`src/rtl/instr_sequencer.sv`:
```
// instr_sequencer: multi-cycle FETCH/EXEC/WB sequencer for the single-cycle
// register/ALU datapath. It owns the PC and fetches 32-bit instructions over
// a req/ack handshake with a bounded wait. It holds each instruction for one
// settle cycle, then strobes the register-file write enable.
//
// Optional feature: define INSTR_SEQ_RETIRE_CNT_EN to add the retired_o
// counter port. Without the macro the port and its counter do not exist.
module instr_sequencer #(
  parameter int ADDR_W   = 32,
  parameter int MAX_WAIT = 15,
  parameter int CNT_W    = 32
) (
  input  logic              clock_i,
  input  logic              reset_i,
  input  logic              start_i,
  input  logic [ADDR_W-1:0] start_pc_i,
  output logic              imem_req_o,
  output logic [ADDR_W-1:0] imem_addr_o,
  input  logic              imem_ack_i,
  input  logic [31:0]       imem_rdata_i,
  output logic [31:0]       instruction_o,
  output logic              write_ena_o,
  output logic              busy_o,
  output logic              halted_o,
  output logic [1:0]        error_o
`ifdef INSTR_SEQ_RETIRE_CNT_EN
  ,
  output logic [CNT_W-1:0]  retired_o
`endif
);

  localparam int                WAIT_W    = $clog2(MAX_WAIT + 1);
  localparam logic [WAIT_W-1:0] WAIT_LAST = WAIT_W'(MAX_WAIT - 1);
  localparam logic [31:0]       ECALL     = 32'h0000_0073;
  localparam logic [6:0]        OP_IMM    = 7'b0010011;
  localparam logic [6:0]        OP_REG    = 7'b0110011;

  typedef enum logic [2:0] {
    S_IDLE, S_FETCH, S_EXEC, S_WB, S_HALT, S_ERROR
  } state_t;

  typedef enum logic [1:0] {
    ERR_NONE    = 2'b00,
    ERR_ILLEGAL = 2'b01,
    ERR_TIMEOUT = 2'b10
  } err_t;

  state_t              r_state;
  state_t              w_next_state;
  logic [ADDR_W-1:0]   r_pc;
  logic [31:0]         r_instr;
  logic [WAIT_W-1:0]   r_wait;
  err_t                r_error;

  logic                w_is_ecall;
  logic                w_is_alu;
  logic                w_wait_expired;
  logic                w_load_start;
  logic                w_accept;
  logic                w_illegal;
  logic                w_timeout;
  logic                w_advance;

  // Decode the word on the read bus. It is only consumed when an ack is taken.
  always_comb begin
    w_is_ecall     = (imem_rdata_i == ECALL);
    w_is_alu       = (imem_rdata_i[6:0] == OP_IMM) || (imem_rdata_i[6:0] == OP_REG);
    w_wait_expired = (r_wait == WAIT_LAST);
  end

  // State register. Reset is synchronous and overrides start_i.
  always_ff @(posedge clock_i) begin
    // NOTE: sequential state uses non-blocking (<=) so every register samples
    // pre-edge values; blocking here would create order-dependent races.
    if (reset_i) r_state <= S_IDLE;
    else         r_state <= w_next_state;
  end

  // Next-state decode plus Moore/Mealy outputs and register-update strobes.
  always_comb begin
    // NOTE: every signal gets a default first so no path leaves one unassigned,
    // which would otherwise infer a latch.
    w_next_state = r_state;
    imem_req_o   = 1'b0;
    write_ena_o  = 1'b0;
    busy_o       = 1'b0;
    halted_o     = 1'b0;
    w_load_start = 1'b0;
    w_accept     = 1'b0;
    w_illegal    = 1'b0;
    w_timeout    = 1'b0;
    w_advance    = 1'b0;

    unique case (r_state)
      S_IDLE: begin
        if (start_i) begin
          w_load_start = 1'b1;
          w_next_state = S_FETCH;
        end
      end
      S_FETCH: begin
        imem_req_o = 1'b1;
        busy_o     = 1'b1;
        if (imem_ack_i) begin
          w_accept = 1'b1;
          if (w_is_ecall)    w_next_state = S_HALT;
          else if (w_is_alu) w_next_state = S_EXEC;
          else begin
            w_illegal    = 1'b1;
            w_next_state = S_ERROR;
          end
        end else if (w_wait_expired) begin
          w_timeout    = 1'b1;
          w_next_state = S_ERROR;
        end
      end
      S_EXEC: begin
        busy_o       = 1'b1;
        w_next_state = S_WB;
      end
      S_WB: begin
        busy_o       = 1'b1;
        // Writes to x0 are architecturally discarded, so the strobe is masked.
        write_ena_o  = (r_instr[11:7] != 5'd0);
        w_advance    = 1'b1;
        w_next_state = S_FETCH;
      end
      S_HALT: begin
        halted_o = 1'b1;
        if (start_i) begin
          w_load_start = 1'b1;
          w_next_state = S_FETCH;
        end
      end
      S_ERROR: begin
        // Sticky until reset; start_i has no effect here.
      end
      default: w_next_state = S_IDLE;
    endcase
  end

  // PC, instruction register, ack wait counter and error cause.
  always_ff @(posedge clock_i) begin
    if (reset_i) begin
      r_pc    <= '0;
      r_instr <= '0;
      r_wait  <= '0;
      r_error <= ERR_NONE;
    end else begin
      if (w_load_start)   r_pc <= start_pc_i;
      else if (w_advance) r_pc <= r_pc + ADDR_W'(4);

      if (w_accept) r_instr <= imem_rdata_i;

      // Counts FETCH cycles without ack; cleared on ack, timeout or leaving FETCH.
      if (r_state == S_FETCH && !imem_ack_i && !w_wait_expired)
        r_wait <= r_wait + WAIT_W'(1);
      else
        r_wait <= '0;

      if (w_illegal)      r_error <= ERR_ILLEGAL;
      else if (w_timeout) r_error <= ERR_TIMEOUT;
    end
  end

`ifdef INSTR_SEQ_RETIRE_CNT_EN
  logic [CNT_W-1:0] r_retired;

  // Retired count: one per WB visit (rd = x0 included), cleared only by reset.
  always_ff @(posedge clock_i) begin
    if (reset_i)              r_retired <= '0;
    else if (r_state == S_WB) r_retired <= r_retired + CNT_W'(1);
  end

  assign retired_o = r_retired;
`endif

  assign imem_addr_o   = r_pc;
  assign instruction_o = r_instr;
  assign error_o       = r_error;

endmodule
```
`config.mk`:
```
export PLATFORM = sky130hd
export DESIGN_NAME = instr_sequencer
export DESIGN_NICKNAME = d
export VERILOG_FILES = /design/src/rtl/instr_sequencer.sv
export SDC_FILE = /design/constraint.sdc
export NUM_CORES = 1
export LEC_CHECK = 0
export ABC_CLOCK_PERIOD_IN_PS = 2600
export CAP_MARGIN = 25
export CORE_MARGIN = 2
export CORE_UTILIZATION = 30
export DETAILED_ROUTE_END_ITERATION = 8
export PLACE_DENSITY_LB_ADDON = 0.15
export SYNTH_ARGS = -nofsm -noshare
export SYNTH_HDL_FRONTEND = slang
export SYNTH_SLANG_ARGS = --single-unit
export TNS_END_PERCENT = 5
```
`constraint.sdc`:
```
create_clock -name clock_i -period 2.6 [get_ports clock_i]
set_clock_uncertainty 0.2 [all_clocks]
set_input_delay 0.65 -clock clock_i [delete_from_list [all_inputs] [get_ports clock_i]]
set_output_delay 0.65 -clock clock_i [all_outputs]
set_load 0.1 [all_outputs]
```
* After elaboration in Yosys (flattened, before gate mapping) *
Index checks and enable logic that the tools add are counted.

storage, ports and cells
  bits in registers = 73
  bits of input ports = 68

operators by class
  add/subtract/negate cells = 2
  equality and inequality tests = 11
  muxes and demuxes = 26
  bitwise operators = 2
  reductions and logical operators = 14

operators with widths
  operator                 count
  $mux W32                 2
  $add A32 B3 Y32 const B  1
  $eq A32 B7 Y1 const B    1
  $mux W1                  18
  $mux W3                  5
  $pmux W3 S5              1
  $eq A7 B5 Y1 const B     1
  $eq A7 B6 Y1 const B     1
  $eq A3 B2 Y1 const B     2
  $eq A3 B3 Y1 const B     2
  $reduce_or A2 Y1         3
  $reduce_bool A5 Y1       1
  $add A4 B1 Y4 const B    1
  $eq A4 B4 Y1 const B     1
  $reduce_bool A2 Y1       2
  $eq A3 B1 Y1 const B     1
  $logic_not A3 Y1         1
  $ne A3 B3 Y1 const B     1
  $reduce_and A3 Y1        1
  $reduce_or A3 Y1         1
  $logic_and A1 B1 Y1      2
  $logic_not A1 Y1         2
  $ne A2 B1 Y1 const B     1
  $not A1 Y1               2
  $logic_or A1 B1 Y1       1

* Logic depth before layout (Yosys ltp) *
  depth after elaboration = 7
  depth in mapped cells = 7

* Worst setup path after synthesis *
Ideal clock, no wire load.

  path type = reg2reg
  start point = reg r_state[1]
  end point = reg r_instr[7], in the netlist instruction_o[7]
  arrival time = 3.852 ns
  data required time = 2.268 ns
  setup slack = -1.584 ns
  stages on the path, launching flop included = 7
  path buffers = 2
  path through = dfxtp_1 > buf_4 > nor3b_1 > nand2_1 > clkbuf_1 > nand2_1 > a21oi_1

between the ends
  cells in the longest elaborated chain, start to end = 2

RTL lines
  what                    line  source
  from (decl)             48    state_t r_state;
  from (signal assigned)  76    else r_state <= w_next_state;
  $eq A3 B1 Y1            94    unique case (r_state)
  $mux W1                 94
  to (signal assigned)    153   if (w_accept) r_instr <= imem_rdata_i;
  to (decl)               51    logic [31:0] r_instr;

Every way passes these cells.
A chain may end at the register's enable or synchronous reset.

* Worst setup path after layout *
  start point = in imem_rdata_i[21]
  end point = reg r_error[0], in the netlist error_o[0]

between the ends
  cells in the longest elaborated chain, start to end = 5
  elaborated cells between the ends (all ways) = 6
  classes of those cells = 1 x eq/ne; 4 x mux; 1 x reduce/logical

RTL lines
  what                                           line  source
  from (decl)                                    20    input logic [31:0] imem_rdata_i,
  $eq A32 B7 Y1 *                                66    w_is_ecall = (imem_rdata_i == ECALL);
  $mux W1 *                                      106   if (w_is_ecall) w_next_state = S_HALT;
  $mux W1 *                                      104   if (imem_ack_i) begin
  $mux W1 *                                      94
  $mux W1 or $reduce_bool A2 Y1 (tied branches)  n/a
  to (signal assigned)                           148   r_error <= ERR_NONE;
  to (signal assigned)                           161   if (w_illegal) r_error <= ERR_ILLEGAL;
  to (signal assigned)                           162   else if (w_timeout) r_error <= ERR_TIMEOUT;
  to (decl)                                      53    err_t r_error;

Mark *: on every way between the ends. The rest lies on a longest branch, timed or not.

==> results.py <==
metrics = {
    "run_status": {
        "status": "finished clean",
    },
    "placement": {
        "dpl.hpwl_um": 7900,
        "place_congestion": 0.829,
        "dpl.cell_count": 699,
        "portBuffers": 137,
        "dpl_cell_area_um2": 4930,
    },
    "cells_and_area": {
        "antennaDiodeCount": 0,
        "multi_input_area_um2": 1860,
        "layout.cells.non_filler": 715,
        "drive_gt1_share_pct": 19.6,
        "final_cell_mix": "nand2_1, buf_4, dfxtp_1",
        "nFillCells": 1127,
        "final_nets": 638,
        "area_growth_syn_to_layout_pct": 54.0,
        "stdcell_area_um2": 5310,
        "seqCellArea_um2": 1460,
        "layout_commonest_cell": "nand2_1",
    },
    "clock_tree": {
        "clkLatencyLatePin_ps": 340,
        "cts_tree": "yes",
        "cts_buffers": 9,
        "cts-resized-gates": 0,
        "cts_hold_buf": 0,
        "clock_sinks": 73,
        "clockRootBuffer": "clkbuf_16",
        "htree_levels": 3,
        "path_clk_slew_ps": 50,
        "cts_setup_buffers": 0,
        "cts_buffer_depth": 2,
    },
    "drt": {
        "vias_per_cell": 5.13,
        "drc": 0,
        "dr.pass1.iters": 4,
        "ant_nets": 0,
        "drtIter0Drc": 176,
        "vias": 3671,
        "wirelength_um": 10800,
        "wl_per_cell_um": 15.2,
    },
    "worst_setup_path": {
        "cp.required_ps": 2600,
        "rr_startpoint": "imem_addr_o[4]",
        "rr_worst_depth": 5,
        "rr_endpoint": "imem_addr_o[23]",
        "worstSetupStartpoint": "imem_rdata_i[21]",
        "cp_max_fo": 2,
        "critPathKind": "in2reg",
        "cp-endpoint": "error_o[0]",
        "cp-start-kind": "input port",
        "r2r_setup_slack_ps": 240,
        "cp-end-kind": "flip-flop",
        "crit_arrival_ps": 2400,
    },
    "logic_synthesis": {
        "ys_ff_latch": 73,
        "synth_edf_count": 0,
        "ys_top_cells_by_area": "dfxtp_1, nand2_1, a21oi_1",
        "syn_area_per_cell_um2": 8.02,
        "netlist_area_um2": 3450,
        "synth_seq_area_share_pct": 42.4,
        "yosys.area.top_type": "dfxtp_1",
        "yosys.area.top_type_share_pct": 42.4,
        "netlist_instances": 430,
        "ys_async_sr_fraction_pct": 0,
        "ys_types": 44,
        "yosys_warnings": 0,
        "ys.flop_type": "dfxtp_1",
        "synth_nets": 501,
    },
    "grt": {
        "antenna_found_initial": 0,
        "track_usage_pct": 17.6,
        "first_global_vias": 3494,
        "grt_pass1_wl_um": 17900,
        "gr-total-overflow": 0,
        "grt_max_degree": 69,
    },
    "die": {
        "fp.dieH_um": 111,
        "die_w_um": 111,
        "ios": 138,
        "start_util_pct": 30.4,
        "die_area_um2": 12400,
        "coreArea_um2": 11300,
        "num_rows": 39,
    },
    "pwr": {
        "p_per_area_nw_per_um2": 706,
        "power.leakage_uw": 0.00202,
        "ir_drop_v": 0.000336,
    },
    "sta": {
        "min_period_over_period_pct": 92.4,
        "period_needed_ps": 2400,
        "hold_viol_final": 0,
        "tns_ps": 0,
        "rsz0062_at_grt": "no",
        "slew_viol_final": 0,
        "slew_headroom_pct": 57.0,
        "final-setup-viol-count": 0,
        "worst_pin_slew_ps": 640,
        "max_freq_mhz": 416,
    },
    "job": {
        "maxCapViolCount": 0,
    },
    "worst_hold_path": {
        "min_path_type": "reg2reg",
    },
}
[critical path, cell delays in order]
cell,delay (ps)
clkdlybuf4s50_1,420
nor4_1,550
buf_4,200
nand4_1,160
o211ai_1,290
a31oi_1,130
[routing by layer]
metal / up-vias / global-route usage [%] / wire length, µm
li1: 1848 / - / -
met1: 1696 / 23.3 / 5010
met2: 115 / 27.3 / 4990
met3: 12 / 6.34 / 708
met4: 0 / 4.53 / 134
met5: - / 0 / 0
[cells in the mapped netlist (all sizes together), types with 2 or more instances]
| cell type | instances |
|---|---|
| or3 | 7 |
| clkbuf | 18 |
| and2 | 2 |
| o31ai | 10 |
| nand3 | 12 |
| a211oi | 14 |
| inv | 9 |
| nor3 | 5 |
| a311oi | 15 |
| o21ai | 9 |
| nor3b | 3 |
| nor4bb | 2 |
| xnor2 | 7 |
| or4 | 13 |
| nand4 | 9 |
| nor2 | 39 |
| nand2 | 88 |
| dfxtp | 73 |
| xor2 | 3 |
| and3 | 2 |
| a211o | 2 |
| and4 | 6 |
| buf | 9 |
| nor4 | 16 |
| ha | 3 |
| nand3b | 2 |
| a31oi | 3 |
| a21oi | 38 |
[power by group]
part | internal (µW) | switching, µW | leakage (µW)
Clock | 1090 | 481 | 0.000186
Sequential | 1190 | 75.5 | 0.000599
Combinational | 267 | 656 | 0.00123
Total | 2540 | 1210 | 0.00202
[worst min-delay path by stage]
stage	slack, ps	startpoint	depth (start not counted)	to
after CTS	260	instruction_o[15]	2	instruction_o[15]
after detailed placement	250	instruction_o[15]	2	instruction_o[15]
after global routing	270	instruction_o[28]	2	instruction_o[28]
after floorplan	230	r_wait[0]	1	r_wait[0]
final	250	instruction_o[19]	2	instruction_o[19]
after global placement	240	r_wait[0]	1	r_wait[0]
[through the flow]
| stage | setup WS (ps) | hold WS, ps | power, µW | util [%] |
|---|---|---|---|---|
| 6_report | 197 | 253 | 3750 | 46.9 |
| 5_1_grt | 95.2 | 275 | 3890 | 46.9 |
| 4_1_cts | 226 | 256 | 3790 | 46.9 |
| 3_5_place_dp | -68.4 | 249 | 2210 | 43.6 |
| 3_3_place_gp | -42.9 | 242 | 2200 | 43.6 |
| 2_1_floorplan | -312 | 230 | 1910 | - |
[layout make-up]
type	count	area share, %
Multi-Input combinational cell	321	35.0
Sequential cell	73	27.6
Tap cell	143	3.37
Clock inverter	5	2.36
Timing Repair Buffer	153	26.3
Inverter	9	0.636
Clock buffer	11	4.76
[sequential cells by signal, indices dropped and copies added (netlist names)]
signal and flops:
imem_addr_o 32, instruction_o 32, r_wait 4, r_state 3
error_o 2
[cell families (layout without fill, tap and decap cells)]
| group | after synthesis | after routing | share of synthesized area (%) |
|---|---|---|---|
| DFF | 73 | 73 | 42.4 |
| and+or+nand+nor | 210 | 210 | 31.0 |
| muxes | 1 | 1 | 0.290 |
| xor gates and xnor gates | 10 | 10 | 2.54 |
| buffers and inverters | 36 | 178 | 4.32 |
| AOI/OAI and AO/OA | 97 | 97 | 18.4 |
| adders and majority gates | 3 | 3 | 1.09 |
No activity file was read; power rests on OpenSTA's default activity.
